$ cat src/rtl/riscv_constants.sv
// Shared RV32I decode encodings plus the EXEC_FUN/WB_SEL enums and the decoded-instruction struct.
// Pure declarations; no timing or flow control here.
package riscv_constants;

   typedef enum logic [4:0] {
      ALU_ADD  = 5'd0,
      ALU_SUB  = 5'd1,
      ALU_SLL  = 5'd2,
      ALU_SLT  = 5'd3,
      ALU_SLTU = 5'd4,
      ALU_XOR  = 5'd5,
      ALU_SRL  = 5'd6,
      ALU_SRA  = 5'd7,
      ALU_OR   = 5'd8,
      ALU_AND  = 5'd9,
      ALU_BEQ  = 5'd10,
      ALU_BNE  = 5'd11,
      ALU_BLT  = 5'd12,
      ALU_BGE  = 5'd13,
      ALU_BLTU = 5'd14,
      ALU_BGEU = 5'd15,
      ALU_JALR = 5'd16
   } exec_fun_t;

   typedef enum logic [1:0] {
      WB_NONE = 2'd0,
      WB_ALU  = 2'd1,
      WB_MEM  = 2'd2,
      WB_PC4  = 2'd3
   } wb_sel_t;

   typedef enum logic [1:0] {
      OP1_RS1  = 2'd0,
      OP1_PC   = 2'd1,
      OP1_ZERO = 2'd2
   } op1_sel_t;

   typedef enum logic [1:0] {
      OP2_RS2  = 2'd0,
      OP2_IMM  = 2'd1,
      OP2_FOUR = 2'd2
   } op2_sel_t;

   localparam logic [6:0] OPC_LUI    = 7'b0110111;
   localparam logic [6:0] OPC_AUIPC  = 7'b0010111;
   localparam logic [6:0] OPC_JAL    = 7'b1101111;
   localparam logic [6:0] OPC_JALR   = 7'b1100111;
   localparam logic [6:0] OPC_BRANCH = 7'b1100011;
   localparam logic [6:0] OPC_LOAD   = 7'b0000011;
   localparam logic [6:0] OPC_STORE  = 7'b0100011;
   localparam logic [6:0] OPC_OP_IMM = 7'b0010011;
   localparam logic [6:0] OPC_OP     = 7'b0110011;

   localparam logic [2:0] F3_ADD  = 3'd0;
   localparam logic [2:0] F3_SLL  = 3'd1;
   localparam logic [2:0] F3_SLT  = 3'd2;
   localparam logic [2:0] F3_SLTU = 3'd3;
   localparam logic [2:0] F3_XOR  = 3'd4;
   localparam logic [2:0] F3_SR   = 3'd5;
   localparam logic [2:0] F3_OR   = 3'd6;
   localparam logic [2:0] F3_AND  = 3'd7;

   localparam logic [2:0] F3_BEQ  = 3'd0;
   localparam logic [2:0] F3_BNE  = 3'd1;
   localparam logic [2:0] F3_BLT  = 3'd4;
   localparam logic [2:0] F3_BGE  = 3'd5;
   localparam logic [2:0] F3_BLTU = 3'd6;
   localparam logic [2:0] F3_BGEU = 3'd7;

   localparam logic [6:0] F7_BASE = 7'b0000000;
   localparam logic [6:0] F7_ALT  = 7'b0100000;

   typedef struct packed {
      exec_fun_t   exec_fun;
      op1_sel_t    op1_sel;
      op2_sel_t    op2_sel;
      logic [31:0] imm;
      logic [31:0] target;
      logic [4:0]  rd;
      logic        wb_en;
      wb_sel_t     wb_sel;
      logic        mem_wen;
      logic        jump;
      logic        branch;
      logic        illegal;
      logic        uses_rs1;
      logic        uses_rs2;
   } dec_t;

endpackage

$ cat src/rtl/riscv_decoder.sv
// Combinational RV32I decoder: instruction word and PC in, control, operand selects and immediates out.
// Zero latency, no flow control; illegal encodings are neutralised so they never write or stall.
module riscv_decoder
   import riscv_constants::*;
(
   input  logic [31:0] inst,
   input  logic [31:0] pc,
   output dec_t        dec
);

   logic [6:0]  opcode;
   logic [2:0]  funct3;
   logic [6:0]  funct7;
   logic [31:0] imm_i, imm_s, imm_b, imm_u, imm_j, shamt;

   assign opcode = inst[6:0];
   assign funct3 = inst[14:12];
   assign funct7 = inst[31:25];
   assign imm_i  = {{20{inst[31]}}, inst[31:20]};
   assign imm_s  = {{20{inst[31]}}, inst[31:25], inst[11:7]};
   assign imm_b  = {{19{inst[31]}}, inst[31], inst[7], inst[30:25], inst[11:8], 1'b0};
   assign imm_u  = {inst[31:12], 12'b0};
   assign imm_j  = {{11{inst[31]}}, inst[31], inst[19:12], inst[20], inst[30:21], 1'b0};
   assign shamt  = {27'b0, inst[24:20]};

   always_comb begin
      dec          = '0;
      dec.exec_fun = ALU_ADD;
      dec.op1_sel  = OP1_RS1;
      dec.op2_sel  = OP2_IMM;
      dec.wb_sel   = WB_NONE;
      dec.rd       = inst[11:7];
      dec.imm      = imm_i;
      case (opcode)
         OPC_OP_IMM, OPC_OP: begin
            dec.uses_rs1 = 1'b1;
            dec.wb_en    = 1'b1;
            dec.wb_sel   = WB_ALU;
            if (opcode == OPC_OP) begin
               dec.uses_rs2 = 1'b1;
               dec.op2_sel  = OP2_RS2;
               dec.illegal  = (funct7 != F7_BASE);
            end
            case (funct3)
               F3_ADD: begin
                  dec.exec_fun = ALU_ADD;
                  if (opcode == OPC_OP && funct7 == F7_ALT) begin
                     dec.exec_fun = ALU_SUB;
                     dec.illegal  = 1'b0;
                  end
               end
               F3_SLL: begin
                  dec.exec_fun = ALU_SLL;
                  dec.imm      = shamt;
                  dec.illegal  = (funct7 != F7_BASE);
               end
               F3_SLT:  dec.exec_fun = ALU_SLT;
               F3_SLTU: dec.exec_fun = ALU_SLTU;
               F3_XOR:  dec.exec_fun = ALU_XOR;
               F3_SR: begin
                  dec.imm      = shamt;
                  dec.exec_fun = (funct7 == F7_ALT) ? ALU_SRA : ALU_SRL;
                  dec.illegal  = (funct7 != F7_BASE) && (funct7 != F7_ALT);
               end
               F3_OR:   dec.exec_fun = ALU_OR;
               default: dec.exec_fun = ALU_AND;
            endcase
         end
         OPC_LUI, OPC_AUIPC: begin
            dec.op1_sel = (opcode == OPC_LUI) ? OP1_ZERO : OP1_PC;
            dec.imm     = imm_u;
            dec.wb_en   = 1'b1;
            dec.wb_sel  = WB_ALU;
         end
         OPC_LOAD: begin
            dec.uses_rs1 = 1'b1;
            dec.wb_en    = 1'b1;
            dec.wb_sel   = WB_MEM;
            dec.illegal  = (funct3 == 3'd3) || (funct3 > 3'd5);
         end
         OPC_STORE: begin
            dec.uses_rs1 = 1'b1;
            dec.uses_rs2 = 1'b1;
            dec.imm      = imm_s;
            dec.mem_wen  = 1'b1;
            dec.illegal  = (funct3 > 3'd2);
         end
         OPC_BRANCH: begin
            dec.uses_rs1 = 1'b1;
            dec.uses_rs2 = 1'b1;
            dec.op2_sel  = OP2_RS2;
            dec.branch   = 1'b1;
            case (funct3)
               F3_BEQ:  dec.exec_fun = ALU_BEQ;
               F3_BNE:  dec.exec_fun = ALU_BNE;
               F3_BLT:  dec.exec_fun = ALU_BLT;
               F3_BGE:  dec.exec_fun = ALU_BGE;
               F3_BLTU: dec.exec_fun = ALU_BLTU;
               F3_BGEU: dec.exec_fun = ALU_BGEU;
               default: dec.illegal  = 1'b1;
            endcase
         end
         OPC_JAL: begin
            dec.op1_sel = OP1_PC;
            dec.op2_sel = OP2_FOUR;
            dec.jump    = 1'b1;
            dec.wb_en   = 1'b1;
            dec.wb_sel  = WB_ALU;
         end
         OPC_JALR: begin
            dec.uses_rs1 = 1'b1;
            dec.exec_fun = ALU_JALR;
            dec.wb_en    = 1'b1;
            dec.wb_sel   = WB_PC4;
            dec.illegal  = (funct3 != 3'd0);
         end
         default: dec.illegal = 1'b1;
      endcase
      // Illegal words flow down the pipe as harmless no-ops flagged for execute.
      if (dec.illegal) begin
         dec.exec_fun = ALU_ADD;
         dec.wb_en    = 1'b0;
         dec.wb_sel   = WB_NONE;
         dec.mem_wen  = 1'b0;
         dec.jump     = 1'b0;
         dec.branch   = 1'b0;
         dec.uses_rs1 = 1'b0;
         dec.uses_rs2 = 1'b0;
      end
      if (dec.rd == 5'd0) dec.wb_en = 1'b0;
      dec.target = pc + (dec.jump ? imm_j : imm_b);
   end

endmodule

$ cat src/rtl/riscv_decode_stage.sv
// Decode stage: RAW scoreboard, fetch handshake and ID/EX register; one cycle from accept to ex_valid.
// Backpressure: id_ready drops on hazard, flush, or a held ID/EX slot; ID/EX holds while ex_ready is low.
module riscv_decode_stage
   import riscv_constants::*;
#(
   parameter int WORD_LENGTH = 32,
   parameter int NUM_REGS    = 32
) (
   input  logic                   clk,
   input  logic                   rst,
   input  logic                   if_valid,
   input  logic [31:0]            if_inst,
   input  logic [WORD_LENGTH-1:0] if_pc,
   output logic                   id_ready,
   output logic [4:0]             rs1_addr,
   output logic [4:0]             rs2_addr,
   input  logic [WORD_LENGTH-1:0] rs1_rdata,
   input  logic [WORD_LENGTH-1:0] rs2_rdata,
   input  logic                   wb_en,
   input  logic [4:0]             wb_rd,
   input  logic                   flush,
   output logic                   ex_valid,
   input  logic                   ex_ready,
   output exec_fun_t              ex_exec_fun,
   output logic [WORD_LENGTH-1:0] ex_data1,
   output logic [WORD_LENGTH-1:0] ex_data2,
   output logic [WORD_LENGTH-1:0] ex_store_data,
   output logic [WORD_LENGTH-1:0] ex_pc,
   output logic [WORD_LENGTH-1:0] ex_target,
   output logic [4:0]             ex_rd,
   output logic                   ex_wb_en,
   output wb_sel_t                ex_wb_sel,
   output logic                   ex_mem_wen,
   output logic                   ex_jump,
   output logic                   ex_branch,
   output logic                   ex_illegal
);

   dec_t                   dec;
   logic [NUM_REGS-1:0]    busy, busy_nxt;
   logic                   hazard, issue;
   logic [WORD_LENGTH-1:0] data1, data2;

   riscv_decoder u_decoder (
      .inst (if_inst),
      .pc   (if_pc),
      .dec  (dec)
   );

   assign rs1_addr = if_inst[19:15];
   assign rs2_addr = if_inst[24:20];

   // Busy bits are read registered, so a retirement in cycle t unblocks at t+1.
   assign hazard   = if_valid && ((dec.uses_rs1 && busy[rs1_addr]) ||
                                  (dec.uses_rs2 && busy[rs2_addr]));
   assign id_ready = (!ex_valid || ex_ready) && !hazard && !flush;
   assign issue    = if_valid && id_ready;

   always_comb begin
      busy_nxt = busy;
      if (wb_en) busy_nxt[wb_rd] = 1'b0;
      if (issue && dec.wb_en) busy_nxt[dec.rd] = 1'b1;
      busy_nxt[0] = 1'b0;
   end

   always_comb begin
      case (dec.op1_sel)
         OP1_PC:   data1 = if_pc;
         OP1_ZERO: data1 = '0;
         default:  data1 = rs1_rdata;
      endcase
      case (dec.op2_sel)
         OP2_RS2:  data2 = rs2_rdata;
         OP2_FOUR: data2 = WORD_LENGTH'(4);
         default:  data2 = dec.imm;
      endcase
   end

   always_ff @(posedge clk) begin
      if (rst) begin
         busy          <= '0;
         ex_valid      <= 1'b0;
         ex_exec_fun   <= ALU_ADD;
         ex_data1      <= '0;
         ex_data2      <= '0;
         ex_store_data <= '0;
         ex_pc         <= '0;
         ex_target     <= '0;
         ex_rd         <= '0;
         ex_wb_en      <= 1'b0;
         ex_wb_sel     <= WB_NONE;
         ex_mem_wen    <= 1'b0;
         ex_jump       <= 1'b0;
         ex_branch     <= 1'b0;
         ex_illegal    <= 1'b0;
      end else begin
         busy <= busy_nxt;
         if (issue) begin
            ex_valid      <= 1'b1;
            ex_exec_fun   <= dec.exec_fun;
            ex_data1      <= data1;
            ex_data2      <= data2;
            ex_store_data <= rs2_rdata;
            ex_pc         <= if_pc;
            ex_target     <= dec.target;
            ex_rd         <= dec.rd;
            ex_wb_en      <= dec.wb_en;
            ex_wb_sel     <= dec.wb_sel;
            ex_mem_wen    <= dec.mem_wen;
            ex_jump       <= dec.jump;
            ex_branch     <= dec.branch;
            ex_illegal    <= dec.illegal;
         end else if (ex_ready) begin
            ex_valid <= 1'b0;
         end
      end
   end

endmodule

$ cat config.mk
export PLATFORM = sky130hd
export DESIGN_NAME = riscv_decode_stage
export DESIGN_NICKNAME = d
export VERILOG_FILES = /design/src/rtl/riscv_constants.sv /design/src/rtl/riscv_decoder.sv /design/src/rtl/riscv_decode_stage.sv
export SDC_FILE = /design/constraint.sdc
export NUM_CORES = 1
export LEC_CHECK = 0
export ABC_AREA = 1
export CORE_MARGIN = 4
export CORE_UTILIZATION = 50
export DETAILED_ROUTE_END_ITERATION = 8
export GPL_TIMING_DRIVEN = 0
export PLACE_DENSITY = 0.81
export SLEW_MARGIN = 20
export SYNTH_ARGS = -nofsm -noshare
export SYNTH_HDL_FRONTEND = slang
export SYNTH_SLANG_ARGS = --single-unit
export TNS_END_PERCENT = 5
$ cat constraint.sdc
create_clock -name clk -period 8.47 [get_ports clk]
set_clock_uncertainty 0.15 [all_clocks]
set_input_delay 0.847 -clock clk [delete_from_list [all_inputs] [get_ports clk]]
set_output_delay 0.847 -clock clk [all_outputs]
set_load 0.03 [all_outputs]
Word level (Yosys, flattened, before mapping)
Cells that the tools add are included. W data, S select, Z words.

Flip-flop bits (word level): 210. Input port bits: 139. Output and inout bits: 189. Logic and storage cells: 122.

Add/sub/neg operators: 1. Magnitude comparators: 8. Equal/unequal tests: 21. Mux-type cells: 42. Bitwise gates (word level): 3. Reduce and logical (&&, ||, !) cells: 31.

Operator list (count): $pmux W32 S2 (2); $mux W32 (3); $pmux W32 S3 (1); $pmux W5 S7 (1); $add A32 B32 Y32 (1); $and A32 B32 Y32 (1); $not A32 Y32 (1); $or A32 B32 Y32 (1); $eq A7 B6 Y1 const B (4); $lt A5 B6 Y1 const B (4); $pmux W4 S6 (1); $eq A7 B7 Y1 const B (3); $mux W20 (1); $mux W1 (18); $pmux W5 S3 (1); $eq A7 B5 Y1 const B (2); $eq A3 B3 Y1 const B (4); $reduce_or A6 Y1 (2); $logic_and A1 B1 Y1 (11); $bmux W1 S5 (2); $demux W1 S5 (2); $ge A5 B1 Y1 const B (2); $pmux W3 S3 (1); $reduce_or A2 Y1 (4); 26 further kinds (33).

Depth between registers and ports, before layout
Word-level depth: 15. Mapped depth: 21. Mapped depth without buffers: 20.

Modules after synthesis
From an unflattened synthesis, not the netlist that was laid out.

Cell total of the unflattened synthesis: 2049. Area total of the unflattened synthesis: 12527.0 µm².

Modules (own cells, without submodules): riscv_decode_stage (times used 1, cells an instance 1358, area each 9171.3 µm², sequential area each 4184.0 µm²); riscv_decoder (times used 1, cells an instance 691, area each 3355.7 µm², sequential area each 0.0 µm²).

Worst setup path after synthesis
No wires, ideal clock.

Path type: input -> register. Start: input if_inst[4]. End: register ex_target[29]. Library setup time: 0.116 ns. Arrival: 3.762 ns. Data required time: 8.204 ns. Slack: 4.442 ns. Cell stages on the path: 20. Path buffers: 2. Cell sequence: inv_2 > nand2_1 > nor2_2 > nand3_1 > clkbuf_1 > clkbuf_1 > o21ai_0 > ha_1 > inv_1 > fa_1 > o21ai_0 > a21boi_0 > o21ai_0 > nand2_1 > nand2_1 > nand3_1 > nand2_1 > nand2_1 > a21oi_1 > nor2_1.

Longest elaborated chain between the ends: 13. Elaborated cells between the ends (all ways): 34. Classes of those cells: add/sub: 1; eq/ne: 9; mux: 11; reduce/logical: 13.

RTL lines: start: declaration (RTL line riscv_decode_stage.sv:12) `input logic [31:0] if_inst,`; branches (longest 13 deep; another with $add A32 B32 Y32); end signal: assignment (RTL line riscv_decode_stage.sv:105) `ex_target <= dec.target;`; end: declaration (RTL line riscv_decode_stage.sv:29) `output logic [WORD_LENGTH-1:0] ex_target,`.

Parallel ways; which one is timed is not known. A chain may end at the register's enable or synchronous reset.

Worst setup path in the final report
Start: input if_inst[5]. End: register ex_target[19].

Same word-level chain as after synthesis.

==> impl_metrics.csv <==
group,metric,value,unit
worst_setup_path,cp_num_buf_inv,4,
clock_tree,cts_resized,0,
logic_synthesis,synth-edff-count,0,
pwr,swShare,31.7,%
worst_setup_path,path_delay_family,"compound AO/OA/AOI/OAI gates",
final_layout,instances_no_fill,2447,
grt,grtUsageTotal,35.2,%
worst_setup_path,r2r-end,"ex_data2[2]",
worst_setup_path,cp-start-kind,"input port",
floorplan,die_h,161,um
route,wirelength,48.4,mm
final_layout,mostFrequentLayoutCells,"nand2_1 (572), clkdlybuf4s50_1 (323), a21oi_1 (208), dfxtp_1 (208), nor2_1 (144)",
clock_tree,clkSinkCount,208,
route,wl_per_cell,19.8,um
worst_setup_path,crit_path_frequent_cell,"nand2_1",
logic_synthesis,synth_seq_cells,208,
pwr,vdd_drop_max,0.144,mV
final_layout,seqCellArea,0.00416,mm^2
final_layout,final_area,0.0160,mm^2
logic_synthesis,yosys.area.top_type,"dfxtp_1",
clock_tree,ctsHoldBuffers,0,
grt,grt_pass1_wl,72.5,mm
grt,grt_overflow,0,
floorplan,num_rows,55,
sta,final_hold_viol_count,0,
clock_tree,postCtsSetupBuffers,0,
final_layout,drive_gt1_share,5.35,%
worst_setup_path,timing.rr.start,"busy[29]",
floorplan,die_x,161,um
placement,place_area,0.0153,mm^2
logic_synthesis,synth.top_cell.area_share,35.6,%
sta,slew_headroom,22.5,%
logic_synthesis,syn-num-nets,1948,
route,viasPerCell,5.64,
sta,setup_viol,0,
sta,fin_setup_tns,0,ns
route,drt_pass1_iterations,6,
pwr,p_comb_share,24.3,%
logic_synthesis,netlist_area,0.0117,mm^2
placement,port_buffers,323,
worst_setup_path,critical_path_arrival,5.59,ns
logic_synthesis,avgSynthCellArea,6.61,um^2
route,num_vias,13794,
worst_setup_path,cpPeakStageDelay,0.60,ns
floorplan,die_area,0.0259,mm^2
pwr,power.internal,0.00181,W
worst_setup_path,critical_path_depth,18,
pwr,seq_power_share,39.4,%
placement,place_inst,2405,
logic_synthesis,synth_cell_type_count,48,
worst_setup_path,crit_fanout,10,
placement,gp_congestion,0.959,
run,max_cap_viol_count,0,
grt,antenna_found_initial,3,
logic_synthesis,synthArstFlopShare,0,%
worst_setup_path,rr_worst_depth,15,
pwr,clockPowerShare,36.3,%
pwr,p_per_area,166,mW/mm^2
clock_tree,path_clk_slew,0.06,ns
clock_tree,clk-insertion-delay-late,0.52,ns
sta,rsz0062_at_grt,"no",
logic_synthesis,ys_dominant_reg_cell,"dfxtp_1",
route,remaining_drc_errors,0,
floorplan,initial_utilization,51.2,%
sta,drv_slew,0,
worst_setup_path,endpoint,"ex_target[19]",
pwr,p_switching,0.000842,W
worst_setup_path,worstPathCellList,"clkdlybuf4s50_1, nand2_1, nor2_2, nand3_1, clkbuf_1, clkbuf_1, o21ai_0, ha_1, inv_1, fa_1, o21ai_0, a21boi_0, o21ai_0, nand2_1, nand2_1, xor2_1, nand2_1, a21oi_1",
logic_synthesis,synthCells,1769,
grt,grt_pass1_vias,12736,
clock_tree,htreeDepth,1,
final_layout,final_common_cell,"nand2_1",
worst_setup_path,cp_data_required_time,8.75,ns
floorplan,ios,328,
logic_synthesis,synth.yosys.seq_area_share,35.6,%
route,ant_nets,0,
sta,worstMarginPinSlew,1.15,ns
final_layout,multiInputGateArea,0.00653,mm^2
floorplan,coreArea,0.0228,mm^2
final_layout,n_fill_cell,2008,
final_layout,fin_nets,2296,
worst_setup_path,cp-startpoint,"if_inst[5]",
sta,min_period,5.31,ns
worst_setup_path,end_kind,"register",
grt,grt_max_degree,18,
worst_setup_path,crit_type,"in2reg",
logic_synthesis,yosys-top-cells-area,"dfxtp_1 (36%), nand2_1 (18%), a21oi_1 (8.9%)",
clock_tree,clockBufferDepth,3,
route,drtIter0Drc,1652,
final_layout,syn_to_final_growth,37.1,%
logic_synthesis,yosysWarnings,0,
pwr,p_leak,6.44,nW
sta,fin_crit_sh,62.7,%
worst_setup_path,ff2ff_setup_slack,5.99,ns
clock_tree,root_buffer,"clkbuf_16",
hold_path,hold_class,"reg2reg",
worst_setup_path,crit_slowest_cell,"o21ai_0",
clock_tree,cts_made_buffers,23,
sta,max_freq,188,MHz
outcome,status,"finished, final reports clean",
placement,dp_hpwl,37.9,mm
clock_tree,cts_tree,"yes",
[registers in the layout, indices dropped and copies added (netlist names), 2 cells and up]
register,count
busy,31
ex_target,31
ex_rd,5
ex_exec_fun,5
ex_wb_sel,2
ex_pc,32
ex_store_data,32
ex_data1,32
ex_data2,32
[tightest hold or removal path, cell delays in order (launching register included)]
cell and delay [ns]:
dfxtp_1 0.31, nand2_1 0.06, a21oi_1 0.05
[Yosys cell counts (5+ instances only)]
| cell | instances |
|---|---|
| nand2_1 | 572 |
| a21oi_1 | 208 |
| dfxtp_1 | 208 |
| nor2_1 | 144 |
| nand3_1 | 116 |
| inv_1 | 115 |
| o21ai_0 | 77 |
| clkbuf_1 | 43 |
| ha_1 | 39 |
| a21boi_0 | 32 |
| buf_4 | 30 |
| nor3_1 | 30 |
| buf_2 | 26 |
| xor2_1 | 22 |
| o211ai_1 | 16 |
| nand4_1 | 11 |
| o21bai_1 | 8 |
| inv_2 | 7 |
| a32o_1 | 6 |
| a31oi_1 | 5 |
[worst min path at each step]
| stage | from | to | slack [ns] | depth (start not counted) |
|---|---|---|---|---|
| after detailed placement | ex_target[25] | ex_target[25] | 0.30 | 2 |
| after CTS | ex_target[25] | ex_target[25] | 0.31 | 2 |
| after global placement | ex_data1[4] | ex_data1[4] | 0.30 | 2 |
| after floorplan | busy[5] | busy[5] | 0.40 | 4 |
| after global routing | ex_target[25] | ex_target[25] | 0.32 | 2 |
| final | ex_data1[22] | ex_data1[22] | 0.31 | 2 |
[power by group through the flow]
stage | Sequential [W] | Combinational [W] | Clock (W)
floorplan | 0.00115 | 0.000265 | 0
CTS | 0.00104 | 0.000633 | 0.000962
global route | 0.00105 | 0.000686 | 0.00100
detailed placement | 0.00107 | 0.000628 | 0
finish | 0.00105 | 0.000645 | 0.000963
global placement | 0.00106 | 0.000624 | 0
[cell families (layout without fill, tap and decap cells)]
kind of cell	after synthesis	in the layout	synth area share, %
and+or+nand+nor	893	893	31.3
adders and majority gates	40	40	4.35
DFF	208	208	35.6
AOI/OAI and AO/OA	377	377	18.2
other	0	2	0
xor gates and xnor gates	26	26	1.95
buffers and inverters	225	588	8.56
[cell type report]
type	count	area share (%)
Tap cell	313	2.44
Inverter	124	2.90
Antenna cell	2	0.0312
Clock inverter	6	0.250
Sequential cell	208	26.0
Timing Repair Buffer	323	20.2
Clock buffer	34	4.16
Buffer	101	3.34
Multi-Input combinational cell	1336	40.7
[routing by layer]
metal / GRT usage [%] / part of all wire (%)
met4: 12.1 / 3.9
met3: 7.44 / 10
met5: 0 / 0.027
met1: 46.5 / 41
met2: 57.3 / 45
[through the flow]
step                      worst slack (ns)  total power, W  util [%]  hold slack, ns
after floorplan                       4.44         0.00141         -           0.402
after global placement                2.81         0.00169      67.0           0.301
after detailed placement              2.84         0.00169      67.0           0.304
after CTS                             3.32         0.00264      70.1           0.313
after global routing                  2.89         0.00274      70.2           0.324
final                                 3.16         0.00265      70.2           0.312
(Power assumes the default switching activity.)
